<file path="src/rtl/temp_conv_c2f.sv">
// ADT7420 raw temperature word to integer Celsius and Fahrenheit for the two-digit display.
// Fahrenheit uses a shift-add multiply by 9 and a 16-cycle restoring divide by 5.
module temp_conv_c2f #(
   parameter int unsigned CLAMP_MAX  = 99,
   parameter int unsigned F_OFFSET16 = 512
) (
   input  logic        clk_100MHz,
   input  logic        reset_n,
   input  logic [15:0] raw_temp,
   input  logic        raw_valid,
   output logic        busy,
   output logic [7:0]  c_data,
   output logic [7:0]  f_data,
   output logic        data_valid,
   output logic        overrun
);

   localparam logic [7:0]         ClampC  = 8'(CLAMP_MAX);
   localparam logic [10:0]        ClampF  = 11'(CLAMP_MAX);
   localparam logic signed [14:0] Offset  = 15'(F_OFFSET16);
   localparam logic [3:0]         Divisor = 4'd5;

   typedef enum logic [1:0] {StIdle, StMul, StDiv, StOut} state_e;

   state_e      state_q, state_d;
   logic [12:0] t_q, t_d;
   logic [13:0] mag_q, mag_d;
   // Dividend bits leave at the MSB while quotient bits enter at the LSB.
   logic [15:0] div_q, div_d;
   logic [2:0]  rem_q, rem_d;
   logic [3:0]  cnt_q, cnt_d;
   logic [7:0]  c_q, c_d;
   logic [7:0]  f_q, f_d;
   logic        dv_q, dv_d;
   logic        ov_q, ov_d;

   logic [13:0]        t_ext;
   logic [3:0]         trial;
   logic [3:0]         trial_sub;
   logic               trial_ge;
   logic signed [14:0] q_s;
   logic signed [14:0] f16;
   logic [10:0]        f_int;
   logic [7:0]         c_sat;
   logic [7:0]         f_sat;
   logic               unused_bits;

   assign unused_bits = ^{raw_temp[2:0], t_q[3:0], f16[3:0], trial_sub[3]};

   always_comb begin
      t_ext     = {raw_temp[15], raw_temp[15:3]};
      trial     = {rem_q, div_q[15]};
      trial_ge  = (trial >= Divisor);
      trial_sub = trial - Divisor;
      q_s       = $signed({2'b00, div_q[12:0]});
      f16       = t_q[12] ? (Offset - q_s) : (Offset + q_s);
      f_int     = f16[14:4];
      if (f16 <= 15'sd0) begin
         f_sat = '0;
      end else if (f_int > ClampF) begin
         f_sat = ClampF[7:0];
      end else begin
         f_sat = f_int[7:0];
      end
      if (t_q[12]) begin
         c_sat = '0;
      end else if (t_q[11:4] > ClampC) begin
         c_sat = ClampC;
      end else begin
         c_sat = t_q[11:4];
      end
   end

   always_comb begin
      state_d = state_q;
      t_d     = t_q;
      mag_d   = mag_q;
      div_d   = div_q;
      rem_d   = rem_q;
      cnt_d   = cnt_q;
      c_d     = c_q;
      f_d     = f_q;
      dv_d    = 1'b0;
      // Any strobe outside IDLE is dropped and flagged one cycle later.
      ov_d    = raw_valid && (state_q != StIdle);
      case (state_q)
         StIdle: begin
            if (raw_valid) begin
               t_d     = raw_temp[15:3];
               mag_d   = raw_temp[15] ? (~t_ext + 14'd1) : t_ext;
               state_d = StMul;
            end
         end
         StMul: begin
            div_d   = ({2'b00, mag_q} << 3) + {2'b00, mag_q};
            rem_d   = '0;
            cnt_d   = '0;
            state_d = StDiv;
         end
         StDiv: begin
            div_d = {div_q[14:0], trial_ge};
            rem_d = trial_ge ? trial_sub[2:0] : trial[2:0];
            cnt_d = cnt_q + 4'd1;
            if (cnt_q == 4'd15) begin
               state_d = StOut;
            end
         end
         StOut: begin
            c_d     = c_sat;
            f_d     = f_sat;
            dv_d    = 1'b1;
            state_d = StIdle;
         end
         default: state_d = StIdle;
      endcase
   end

   always_ff @(posedge clk_100MHz or negedge reset_n) begin
      if (!reset_n) begin
         state_q <= StIdle;
         t_q     <= '0;
         mag_q   <= '0;
         div_q   <= '0;
         rem_q   <= '0;
         cnt_q   <= '0;
         c_q     <= '0;
         f_q     <= '0;
         dv_q    <= 1'b0;
         ov_q    <= 1'b0;
      end else begin
         state_q <= state_d;
         t_q     <= t_d;
         mag_q   <= mag_d;
         div_q   <= div_d;
         rem_q   <= rem_d;
         cnt_q   <= cnt_d;
         c_q     <= c_d;
         f_q     <= f_d;
         dv_q    <= dv_d;
         ov_q    <= ov_d;
      end
   end

   assign busy       = (state_q != StIdle);
   assign c_data     = c_q;
   assign f_data     = f_q;
   assign data_valid = dv_q;
   assign overrun    = ov_q;

endmodule

</file>
<file path="config.mk">
export PLATFORM = sky130hd
export DESIGN_NAME = temp_conv_c2f
export DESIGN_NICKNAME = d
export VERILOG_FILES = /design/src/rtl/temp_conv_c2f.sv
export SDC_FILE = /design/constraint.sdc
export NUM_CORES = 1
export LEC_CHECK = 0
export BUFFER_PORTS_ARGS = -buffer_cell sky130_fd_sc_hd__buf_4
export CAP_MARGIN = 15
export CORE_UTILIZATION = 35
export CTS_CLUSTER_DIAMETER = 80
export DETAILED_ROUTE_END_ITERATION = 10
export GPL_TIMING_DRIVEN = 0
export HOLD_SLACK_MARGIN = 0.06
export SLEW_MARGIN = 20
export SYNTH_ARGS = -nofsm -noshare
export SYNTH_HDL_FRONTEND = slang
export SYNTH_SLANG_ARGS = --single-unit
</file>
<file path="constraint.sdc">
create_clock -name clk_100MHz -period 2.5 [get_ports clk_100MHz]
set_input_delay 0.125 -clock clk_100MHz [delete_from_list [all_inputs] [get_ports clk_100MHz]]
set_output_delay 0.125 -clock clk_100MHz [all_outputs]
set_load 0.005 [all_outputs]
</file>
==> implementation parameters <==
Parameter                              Value

Clock tree
  Clock tree from TritonCTS ... yes
  TritonCTS sink count ... 66
  Root cell of the clock tree ... clkbuf_16
  CTS max path bufs ... 2
  CTS Buf Count ... 9
  CTS clk-pin slew, worst paths ... 0.06 ns
  Number of H-tree branching levels ... 3
  Clock latency at the later pin of the worst-skew pair ... 0.33 ns

Worst setup path
  Standard cell with the maximum stage delay on the critical path ... or4_4
  Crit Path Class ... flip-flop to flip-flop
  Capturing point of the worst reg2reg path ... f_data[1]$_DFFE_PN0P_
  Endpoint kind of the worst setup timing path ... flip-flop
  Setup crit start kind ... flip-flop
  Ordered cell list for the critical path ... or4_4 -> buf_6 -> o21ai_4 -> mux2_4 -> o21a_1 -> nor3_4 -> buf_4 -> a311oi_1
  Delay of the slowest cell on the worst path ... 0.54 ns
  Worst Setup SP ... div_q[3]$_DFFE_PN0P_
  Worst reg2reg path startpoint ... div_q[3]$_DFFE_PN0P_
  Critical Path RT ... 2.69 ns
  Crit Path Max Fanout ... 5
  Worst R2R Setup Slack ... 0.06 ns
  Arrival time at the worst endpoint ... 2.63 ns
  R2r worst-path depth ... 8

Global routing
  Global route total overflow ... 0
  Largest net degree at the start of global routing ... 67
  Vias in the first global route ... 3301
  Antenna violations before repair ... 0
  First-pass GRT wire length ... 16220 microns
  GRT Resource Usage Total ... 17.71%

Floorplan
  Overall die area ... 0.01205 sq mm
  Die Y-Extent ... 109.8 microns
  Starting density of the core ... 36.68%
  Chip Width ... 109.8 microns
  Core region area ... 0.01108 sq mm
  Num rows ... 38
  # IOs ... 38

Synthesis
  Most area-hungry cell type in the Yosys netlist ... dfrtp_1
  Post-synthesis cell count ... 442
  Number of synthesis warnings ... 0
  Net count after synthesis ... 483
  Post-synth EDFFs ... 0
  Syn Std Cell Area ... 0.004064 sq mm
  Post-synthesis sequential area ratio ... 40.64%
  Dominant register cell in the synthesized netlist ... dfrtp_1
  Synth top area cells ... dfrtp_1 41%, ha_1 6.5%, o21ai_0 4.8%
  Post-synthesis area per instance ... 9.194 sq um
  Async set-reset flop share out of synthesis ... 100.0%
  Top-count cell post-synth ... dfrtp_1
  List of most frequent post-synthesis cells ... 66 x dfrtp_1, 39 x o21ai_0, 37 x nor2_1
  Yosys cell types ... 61
  Top cell type's share of synthesized area ... 40.64%
  Flop and latch count out of synthesis ... 66

Power and ir drop
  Peak supply drop ... 0.0006962 V
  Relative contribution of combinational cells to total power ... 52.2%
  Sw Ratio ... 42.25%
  Internal power ... 4.022 mW
  Proportion of power drawn by flip-flops and latches ... 27.9%
  Leakage power ... 2.197 nW
  Power density normalized to cell area ... 1401 mW/mm^2
  Sw Pwr ... 2.942 mW
  Clock network fraction of design power ... 19.9%

Timing
  Count of endpoints failing hold in the final timing report ... 0
  Final setup TNS ... 0 ns
  Worst-case headroom to the max-slew limit ... 43.51%
  Peak Freq ... 410.6 MHz
  Pins over their slew limit ... 0
  Slew at the pin closest to its max-slew limit ... 0.8474 ns
  Final worst setup slack ... 0.06481 ns
  Max Clock Skew ... 0.009095 ns
  RSZ-0062 raised after global routing ... yes
  Final-report setup violation count ... 0
  Clock period minus final worst setup slack ... 2.435 ns
  Period Utilization, post-route ... 97.41%

Worst hold path
  Depth of the worst hold-timing path ... 2
  End point of the worst hold path ... t_q[4]$_DFFE_PN0P_
  Hold path startpoint ... raw_temp[7]
  Class of the tightest hold or removal check ... primary input to flip-flop

Placement
  Number of port buffers ... 34
  RD Place Congestion ... 0.8102
  Pre-CTS worst setup slack ... -0.02726 ns
  HPWL after DPL ... 7264 microns

Final layout
  Antenna Diode Count ... 0
  Area of the multi-input gates ... 0.002243 sq mm
  Share of final-layout standard cells stronger than drive strength 1 ... 18.80%
  Final core occ ... 44.87%
  Number of nets in the layout ... 536
  Footprint of the flip-flops and latches ... 0.001653 sq mm
  Area Overhead vs Synth ... 22.32%
  Fill cells ... 1034

Drt
  Count of nets left with antenna violations after detail routing ... 0
  DR iter-0 viols ... 101
  DRT Wirelength ... 9675 microns
  Via density ... 5.180
  Total DRC errors in the routed layout ... 0
  Wire length per cell ... 15.12 microns
  Number of iterations in the first detailed-routing pass ... 4
  Via count ... 3315

Outcome
  Result of the run ... complete, no violations

Flow run
  Number of maximum-capacitance constraint violations ... 0
-- worst max-delay path by stage --
stage	end	slack [ns]	cells past startpoint
after floorplan	f_data[2]$_DFFE_PN0P_	0.23	8
after global placement	f_data[3]$_DFFE_PN0P_	0.002	8
after detailed placement	div_q[13]$_DFFE_PN0P_	-0.03	10
after CTS	f_data[2]$_DFFE_PN0P_	0.003	8
after global routing	f_data[3]$_DFFE_PN0P_	-0.01	7
final	f_data[1]$_DFFE_PN0P_	0.06	8
-- cell usage in the layout (no fill, tap or decap), types with 4 or more instances in the layout --
cell type / instances
o21ai_0: 38
nand2_1: 35
o31ai_1: 6
ha_1: 21
mux2_2: 13
clkbuf_16: 9
mux2i_1: 7
xor2_1: 16
inv_1: 34
nor2b_1: 8
or3_1: 5
o22ai_1: 7
clkbuf_1: 14
dfrtp_1: 65
dlygate4sd3_1: 5
xnor2_1: 9
nor3_1: 5
nor2_1: 37
a21o_1: 4
nand3_1: 10
nor4_1: 4
a21oi_1: 25
o21a_1: 7
buf_4: 41
nand2b_1: 7
-- state kept, by name, indices dropped and copies added (netlist names) --
name and cells:
rem_q 3, t_q 10, div_q 16, c_data 8, state_q 2, data_valid 1, mag_q 13, cnt_q 4
f_data 8, overrun 1
-- stage by stage --
stage / std cells / power [mW] / hold slack (ns) / instance area [sq um]
2_1_floorplan: 442 / 4.387 / -0.1706 / 4064
3_3_place_gp: 616 / 5.325 / 0.2764 / 4494
3_5_place_dp: 616 / 5.378 / 0.2904 / 4494
4_1_cts: 637 / 6.835 / 0.06441 / 4887
5_1_grt: 640 / 7.549 / 0.07709 / 4971
6_report: 640 / 6.964 / 0.07544 / 4971
-- cells by family after synthesis --
logic type | Yosys count | synth area share, %
xor+xnor | 25 | 5.388
buf+inv | 56 | 5.973
mux | 21 | 5.603
simple gates | 134 | 16.69
flops | 66 | 40.64
compound gates | 118 | 18.75
fa+ha+maj | 22 | 6.958
-- critical path, delay by kind of cell, from the launching register on --
family / cells / cell delay [ns]
AOI/OAI and AO/OA: 3 / 0.47
muxes: 1 / 0.35
and+or+nand+nor: 2 / 0.73
DFF: 1 / 0.44
buffers and inverters: 2 / 0.30
-- power by group through the flow --
stage          combinational, mW  sequential [mW]  clock (mW)
5_1_grt                     4.08             2.01        1.46
6_report                    3.64             1.94        1.38
2_1_floorplan               2.55             1.84           0
3_3_place_gp                3.40             1.92           0
3_5_place_dp                3.44             1.94           0
4_1_cts                     3.48             1.94        1.42
-- repair_timing --
action	in CTS	in global routing
setup endpoints to repair	4	9
pin swaps	1	4
gates resized for setup	4	12
setup buffers	0	3
hold buffers	5	0
hold endpoints to repair	70	0
-- metal layers --
layer / share of wire (%) / track usage (%) / vias up
li1: - / - / 1662
met2: 49 / 30.01 / 77
met5: 0 / 0 / -
met3: 4.0 / 4.683 / 19
met1: 44 / 21.81 / 1557
met4: 2.3 / 5.810 / 0
-- cell type report --
class / count / area share, %
Sequential cell: 66 / 33.25
Inverter: 34 / 2.567
Timing Repair Buffer: 42 / 6.595
Buffer: 22 / 2.316
Clock buffer: 10 / 4.807
Clock inverter: 6 / 1.812
Tap cell: 140 / 3.524
Multi-Input combinational cell: 320 / 45.13
Power figures use the tool's default switching activity.
